**src/rtl/ahb_matrix_pkg.sv**
```systemverilog
// Shared AHB-Lite bus-matrix definitions.
// Contents:
//   htrans_e   - transfer type encodings (IDLE/BUSY/NONSEQ/SEQ)
//   hresp_e    - response encodings (OKAY/ERROR)
//   aphase_t   - one captured address phase (addr, trans, write, size, burst, prot)
package ahb_matrix_pkg;

   // Widest address any matrix port uses; narrower ports cast in and out.
   localparam int unsigned AHB_ADDR_W = 32;

   typedef enum logic [1:0] {
      TRANS_IDLE   = 2'b00,
      TRANS_BUSY   = 2'b01,
      TRANS_NONSEQ = 2'b10,
      TRANS_SEQ    = 2'b11
   } htrans_e;

   typedef enum logic {
      RESP_OKAY  = 1'b0,
      RESP_ERROR = 1'b1
   } hresp_e;

   typedef struct packed {
      logic [AHB_ADDR_W-1:0] addr;
      htrans_e               trans;
      logic                  write;
      logic [2:0]            size;
      logic [2:0]            burst;
      logic [3:0]            prot;
   } aphase_t;

endpackage

```
**src/rtl/ahblite_busmatrix_inputstage.sv**
```systemverilog
// Per-manager input stage of the AHB-Lite bus matrix.
// Accepts the manager's address phase; if the output stage cannot take it in
// the same cycle it is held in a single-entry register while wait states are
// inserted. Presents the held or live address phase plus REQ_SUB to the
// arbiters and returns data-phase HREADYOUT/HRESP to the manager.
// Ports:
//   HCLK, HRESETn           - clock, asynchronous active-low reset
//   HSEL..HPROT, HREADY     - manager-side address phase and bus ready
//   HREADYOUT, HRESP        - data-phase ready/response to the manager
//   HADDR_M..HPROT_M        - address phase towards the output stages
//   REQ_SUB                 - transfer pending, to the arbiters
//   ACTIVE_DEC, HREADY_DEC  - grant for this port and output-stage HREADY
//   HREADYOUT_DEC, HRESP_DEC- data-phase ready/response from the subordinate
module ahblite_busmatrix_inputstage
   import ahb_matrix_pkg::*;
#(
   parameter int unsigned ADDR_W = 32
) (
   input  logic              HCLK,
   input  logic              HRESETn,
   input  logic              HSEL,
   input  logic [ADDR_W-1:0] HADDR,
   input  logic [1:0]        HTRANS,
   input  logic              HWRITE,
   input  logic [2:0]        HSIZE,
   input  logic [2:0]        HBURST,
   input  logic [3:0]        HPROT,
   input  logic              HREADY,
   output logic              HREADYOUT,
   output logic              HRESP,
   output logic [ADDR_W-1:0] HADDR_M,
   output logic [1:0]        HTRANS_M,
   output logic              HWRITE_M,
   output logic [2:0]        HSIZE_M,
   output logic [2:0]        HBURST_M,
   output logic [3:0]        HPROT_M,
   output logic              REQ_SUB,
   input  logic              ACTIVE_DEC,
   input  logic              HREADY_DEC,
   input  logic              HREADYOUT_DEC,
   input  logic              HRESP_DEC
);

   logic    new_trans;
   logic    granted;
   logic    pend_valid;
   logic    dphase;
   aphase_t live;
   aphase_t pend;

   // NONSEQ/SEQ only: HTRANS[1] distinguishes them from IDLE/BUSY.
   assign new_trans = HSEL & HTRANS[1] & HREADY;
   assign granted   = ACTIVE_DEC & HREADY_DEC;

   always_comb begin
      live       = '0;
      live.addr  = AHB_ADDR_W'(HADDR);
      live.trans = htrans_e'(HTRANS);
      live.write = HWRITE;
      live.size  = HSIZE;
      live.burst = HBURST;
      live.prot  = HPROT;
   end

   // Loading is gated on an empty register so an unexpected acceptance while
   // waiting can never overwrite a held transfer.
   always_ff @(posedge HCLK or negedge HRESETn) begin
      if (!HRESETn) begin
         pend_valid <= 1'b0;
         pend       <= '0;
         dphase     <= 1'b0;
      end else begin
         if (pend_valid && granted) begin
            pend_valid <= 1'b0;
         end else if (!pend_valid && new_trans && !granted) begin
            pend_valid <= 1'b1;
            pend       <= live;
         end

         if (granted && (pend_valid || new_trans)) begin
            dphase <= 1'b1;
         end else if (HREADY_DEC) begin
            dphase <= 1'b0;
         end
      end
   end

   always_comb begin
      if (pend_valid) begin
         HADDR_M  = ADDR_W'(pend.addr);
         HTRANS_M = TRANS_NONSEQ;  // a held SEQ is re-issued as a fresh access
         HWRITE_M = pend.write;
         HSIZE_M  = pend.size;
         HBURST_M = pend.burst;
         HPROT_M  = pend.prot;
      end else begin
         HADDR_M  = HADDR;
         HTRANS_M = (HSEL && HREADY) ? HTRANS : TRANS_IDLE;
         HWRITE_M = HWRITE;
         HSIZE_M  = HSIZE;
         HBURST_M = HBURST;
         HPROT_M  = HPROT;
      end
   end

   assign REQ_SUB   = pend_valid | new_trans;
   assign HREADYOUT = pend_valid ? 1'b0 : (dphase ? HREADYOUT_DEC : 1'b1);
   assign HRESP     = dphase ? HRESP_DEC : RESP_OKAY;

endmodule

```
**config.mk**
```make
export PLATFORM = sky130hd
export DESIGN_NAME = ahblite_busmatrix_inputstage
export DESIGN_NICKNAME = d
export VERILOG_FILES = /design/src/rtl/ahb_matrix_pkg.sv /design/src/rtl/ahblite_busmatrix_inputstage.sv
export SDC_FILE = /design/constraint.sdc
export NUM_CORES = 1
export LEC_CHECK = 0
export CAP_MARGIN = 10
export CORE_MARGIN = 3
export CORE_UTILIZATION = 44
export CTS_BUF_LIST = sky130_fd_sc_hd__clkbuf_8
export DETAILED_ROUTE_END_ITERATION = 12
export GPL_TIMING_DRIVEN = 0
export PLACE_DENSITY_LB_ADDON = 0.12
export SLEW_MARGIN = 15
export SYNTH_ARGS = -nofsm -noshare
export SYNTH_HDL_FRONTEND = slang
export SYNTH_SLANG_ARGS = --single-unit
```
**constraint.sdc**
```tcl
create_clock -name HCLK -period 2.05 [get_ports HCLK]
set_clock_uncertainty 0.2 [all_clocks]
set_input_delay 0.3075 -clock HCLK [delete_from_list [all_inputs] [get_ports HCLK]]
set_output_delay 0.3075 -clock HCLK [all_outputs]
set_load 0.02 [all_outputs]
```
Word-level counts from Yosys, hierarchy flattened
Index checks and enable logic that the tools add are counted.

Reduce and logical (&&, ||, !) cells: 11. Multiplexer cells: 14. Bitwise operators: 5.

Operators by type and width (count): $mux 32 (1); $mux 1 (8); $mux 3 (2); $logic_and 1x1->1 (5); $mux 2 (2); $mux 4 (1); $reduce_bool 2->1 (2); $and 1x1->1 (3); $logic_not 1->1 (2); $reduce_and 2->1 (1); $logic_or 1x1->1 (1); $not 1->1 (1); $or 1x1->1 (1).

Input bits: 53. Output and inout port bits: 48. Bits in registers: 45.

Depth between registers and ports, before layout
Depth in word-level cells: 6. Depth in mapped cells: 5.

Worst setup path after synthesis
No wires, ideal clock.

Path type: flip-flop to output port. From: register pend_valid. To: output HADDR_M[28]. Cell stages (with the launch flop): 4. Arrival: 1.191 ns. Path slack: 0.352 ns. Buffers on the path: 2. Path through: dfrtp_1 > buf_6 > clkbuf_1 > mux2_2.

Longest elaborated chain between the ends: 1.

Ends and longest elaborated chain: from (decl) (RTL line ahblite_busmatrix_inputstage.sv:46) `logic pend_valid;`; from (signal assigned) (RTL line ahblite_busmatrix_inputstage.sv:69) `pend_valid <= 1'b0;`; from (signal assigned) (RTL line ahblite_busmatrix_inputstage.sv:74) `pend_valid <= 1'b0;`; from (signal assigned) (RTL line ahblite_busmatrix_inputstage.sv:76) `pend_valid <= 1'b1;`; $mux 32 (RTL line ahblite_busmatrix_inputstage.sv:89) `if (pend_valid) begin`; to (decl) (RTL line ahblite_busmatrix_inputstage.sv:31) `output logic [ADDR_W-1:0] HADDR_M,`.

No other way between the ends.

Final worst setup path
From: register pend_valid. To: output HADDR_M[14].

The elaborated chain is that of the path after synthesis.

==> reports/qor_table.md <==
| Step | Result | This run |
| --- | --- | --- |
| run status | Outcome | complete, but fails checks |
| run status | Violations in the final reports | negative setup slack |
| synth | Synth cell types | 14 |
| power | Power per cell area | 814.4 nW/µm² |
| detailed routing | Via total after detailed routing | 1622 |
| critical path | Crit-path max cell delay | 0.36 ns |
| clocking | H-tree Lvls | 2 |
| floorplanning | Initial core utilization | 0.4611 |
| critical path | Worst flop-to-flop path startpoint | pend_valid |
| critical path | R2R Path End | pend[10] |
| final layout | Fillers | 431 |
| clocking | Clock Root Buffer | sky130_fd_sc_hd__clkbuf_8 |
| critical path | Required @ worst endpoint | 1.54 ns |
| clocking | Source-to-sink clock delay at the later pin of the worst-skew pair | 0.29 ns |
| clocking | Register clock-pin slew on the reported worst setup and hold paths | 0.08 ns |
| critical path | Number of cells on the worst reg-to-reg path | 5 |
| sta | Setup repair after global routing missed its margin | yes |
| job | Reported max-cap violation count | 0 |
| critical path | Worst Path Arrival | 1.55 ns |
| detailed routing | Number of optimization iterations in the first detailed-route pass | 3 |
| power | Leakage | 1.686 nW |
| floorplanning | Die span in y | 79.85 µm |
| detailed routing | Count of antenna-violating nets left after detailed routing | 0 |
| clocking | CTS Buffer Depth | 2 |
| sta | Crit path time final | 2.054 ns |
| placement | Input/output buffers | 100 |
| sta | Final setup viols | 5 |
| detailed routing | Number of design-rule violations left by the first detailed-router iteration | 57 |
| synth | Top post-synthesis cells by area | sky130_fd_sc_hd__dfrtp_1, sky130_fd_sc_hd__mux2_4, sky130_fd_sc_hd__mux2_2, sky130_fd_sc_hd__buf_6, sky130_fd_sc_hd__nand3_4 |
| floorplanning | Die Area | 6376 µm² |
| final layout | Number of diodes | 0 |
| final layout | Fraction of layout cells with a size suffix above 1 | 0.5811 |
| synth | Sequential-to-total area share from yosys stat | 0.4692 |
| hold path | Worst hold path type | in2async |
| sta | Number of hold violations in the final report | 0 |
| clocking | Total clock sinks | 45 |
| floorplanning | # IOs | 101 |
| synth | Number of warning messages in the yosys log | 0 |
| detailed routing | Final Routed Wirelength | 5382 µm |
| final layout | Layout-stage area growth over the synthesis result | 45.36% |
| global route | First-pass GRT wire length | 8928 µm |
| clocking | Number of CTS-inserted buffers | 5 |
| global route | Grt total ovfl | 0 |
| sta | Worst slew margin relative to its limit | 0.7613 |
| floorplanning | Placeable core region | 5205 µm² |
| sta | Fin crit share | 1.002 |
| synth | Syn Nets | 206 |
| final layout | End-of-flow core utilization | 0.6702 |
| synth | Biggest area consumer among synthesized cells | sky130_fd_sc_hd__dfrtp_1 |
| clocking | CTS tree | done |
| sta | Worst Max-Slew Pin Slew | 0.3580 ns |
| sta | Final Worst Setup Slack | -0.004328 ns |
| global route | Pin count of the biggest net entering global routing | 34 |
| sta | Max frequency | 486.8 MHz |
| sta | Slew Limit Fails | 0 |
| global route | Number of antenna violations at the first check in global routing | 0 |
| global route | Vias in the first global route | 1814 |
| synth | Synth Instances | 153 |
| critical path | Worst-case register-to-register setup slack | 0.25 ns |
| synth | Number of storage elements in the synthesis netlist | 45 |
| detailed routing | Number of DRC violations after detailed routing | 0 |
| global route | Gr usage total | 0.1806 |
| detailed routing | Routed wirelength normalized by instance count | 16.07 µm |
| critical path | Launching instance or port of the critical path | pend_valid |
| synth | Mean post-synth cell area | 15.68 µm² |
| synth | Synth top area share | 0.4692 |
| placement | Final weighted congestion in routability-driven placement | 0.7032 |
| final layout | Net total in the final layout | 318 |
| critical path | Cell with the largest stage delay on the worst path | sky130_fd_sc_hd__dfrtp_1 |
| sta | Fin Setup TNS | -0.01402 ns |
| floorplanning | Die width | 79.85 µm |
| critical path | Nature of the critical path endpoint | output port |
| detailed routing | Via-to-Cell Ratio | 4.842 |
| critical path | Most numerous cell on the critical path | sky130_fd_sc_hd__buf_8 |
| critical path | Critical path fanouts, max | 10 |
| critical path | Crit start category | flip-flop |
| critical path | Worst path cell trace | buf_8, buf_4, buf_8, mux2_2, clkbuf_2 |
| floorplanning | Row count | 26 |
| placement | Setup slack at placement | -0.3337 ns |
| synth | Total standard cell area after synthesis | 2400 µm² |
| critical path | Critical path type | reg2out |
| power | Largest vdd supply drop | 347.7 µV |
| placement | DP HPWL | 3951 µm |
==> state kept, by name (all words and copies together), names as in the netlist <==
name,count
dphase,1
pend,43
pend_valid,1
==> worst max path at each step <==
| stage | cells past startpoint | end |
|---|---|---|
| after floorplan | 3 | HADDR_M[28] |
| after global placement | 1 | pend[15] |
| after detailed placement | 4 | HSIZE_M[0] |
| after CTS | 4 | HPROT_M[3] |
| after global routing | 5 | HADDR_M[8] |
| final | 5 | HADDR_M[14] |
==> layout make-up <==
type	instances	area (µm²)	share of cell area
Timing Repair Buffer	105	830.8	0.2382
Tap cell	70	87.58	0.02511
Inverter	4	15.01	0.004304
Buffer	9	125.1	0.03587
Clock buffer	5	68.82	0.01973
Clock inverter	2	35.03	0.01004
Multi-Input combinational cell	95	1200	0.3440
Sequential cell	45	1126	0.3228
==> report_power, final <==
| part | total, mW | switching [mW] | internal [mW] | leakage, nW |
|---|---|---|---|---|
| sequential | 1.18 | 0.103 | 1.07 | 0.538 |
| combinational | 1.01 | 0.420 | 0.594 | 1.09 |
| clock | 0.651 | 0.296 | 0.355 | 0.0540 |
| total | 2.84 | 0.818 | 2.02 | 1.69 |
==> synth_stat cells (all sizes together) <==
master	instances
o22ai	1
mux2	86
nand2	1
clkbuf	1
buf	8
and2	2
a21oi	2
nand3	1
and3b	1
dfrtp	45
inv	4
a31oi	1
==> cells in the final DEF, fill, tap and decap left out <==
master | netlist | final
sky130_fd_sc_hd__dlygate4sd3_1 | 0 | 1
sky130_fd_sc_hd__nand3_4 | 1 | 1
sky130_fd_sc_hd__inv_1 | 4 | 4
sky130_fd_sc_hd__buf_6 | 5 | 5
sky130_fd_sc_hd__nand2_1 | 1 | 1
sky130_fd_sc_hd__clkbuf_2 | 0 | 32
sky130_fd_sc_hd__buf_12 | 0 | 2
sky130_fd_sc_hd__a31oi_4 | 0 | 1
sky130_fd_sc_hd__and3b_2 | 0 | 1
sky130_fd_sc_hd__o22ai_1 | 1 | 1
sky130_fd_sc_hd__clkdlybuf4s50_1 | 0 | 52
sky130_fd_sc_hd__dlygate4sd2_1 | 0 | 3
sky130_fd_sc_hd__and2_1 | 2 | 2
sky130_fd_sc_hd__clkinv_2 | 0 | 1
sky130_fd_sc_hd__buf_8 | 0 | 4
sky130_fd_sc_hd__mux2_4 | 40 | 40
sky130_fd_sc_hd__mux2_2 | 46 | 46
sky130_fd_sc_hd__buf_2 | 3 | 12
sky130_fd_sc_hd__clkbuf_8 | 0 | 5
sky130_fd_sc_hd__a21oi_1 | 2 | 2
sky130_fd_sc_hd__buf_4 | 0 | 3
sky130_fd_sc_hd__bufinv_16 | 0 | 1
sky130_fd_sc_hd__dfrtp_1 | 45 | 45
==> metal layers <==
metal / track usage / routed length (µm) / part of all wire
met5: 0 / 0 / 0
met2: 0.3013 / 2593 / 0.48
met3: 0.05305 / 482 / 0.090
met4: 0.05068 / 61 / 0.011
met1: 0.2272 / 2244 / 0.42
==> worst max-delay path, delay by kind of cell, from the launching register on <==
family / cells / cell delay, ns
buf+inv: 4 / 0.56
flops: 1 / 0.36
mux: 1 / 0.33
==> stage by stage <==
step | instances | power [mW] | instance area [µm²] | hold slack, ns
finish | 335 | 2.841 | 3488 | 0.2597
global route | 335 | 2.997 | 3488 | 0.2738
CTS | 332 | 2.876 | 3608 | 0.2484
floorplan | 153 | 1.832 | 2400 | -0.1881
detailed placement | 324 | 2.293 | 3503 | 0.03136
global placement | 323 | 2.266 | 3488 | 0.2832
==> cells by family after synthesis <==
kind of cell	after synthesis	share of synthesized area
mux	86	0.4661
flops	45	0.4692
buf+inv	13	0.03753
simple gates	5	0.01773
compound gates	4	0.009388
==> repair_timing <==
action | in CTS | in global routing
buffers inserted | 0 | 3
cloned | 0 | 0
hold endpoints to repair | 12 | 0
hold buffers | 1 | 0
endpoints found under the setup margin | 47 | 42
gates resized for setup | 69 | 98
Power figures use the tool's default switching activity.
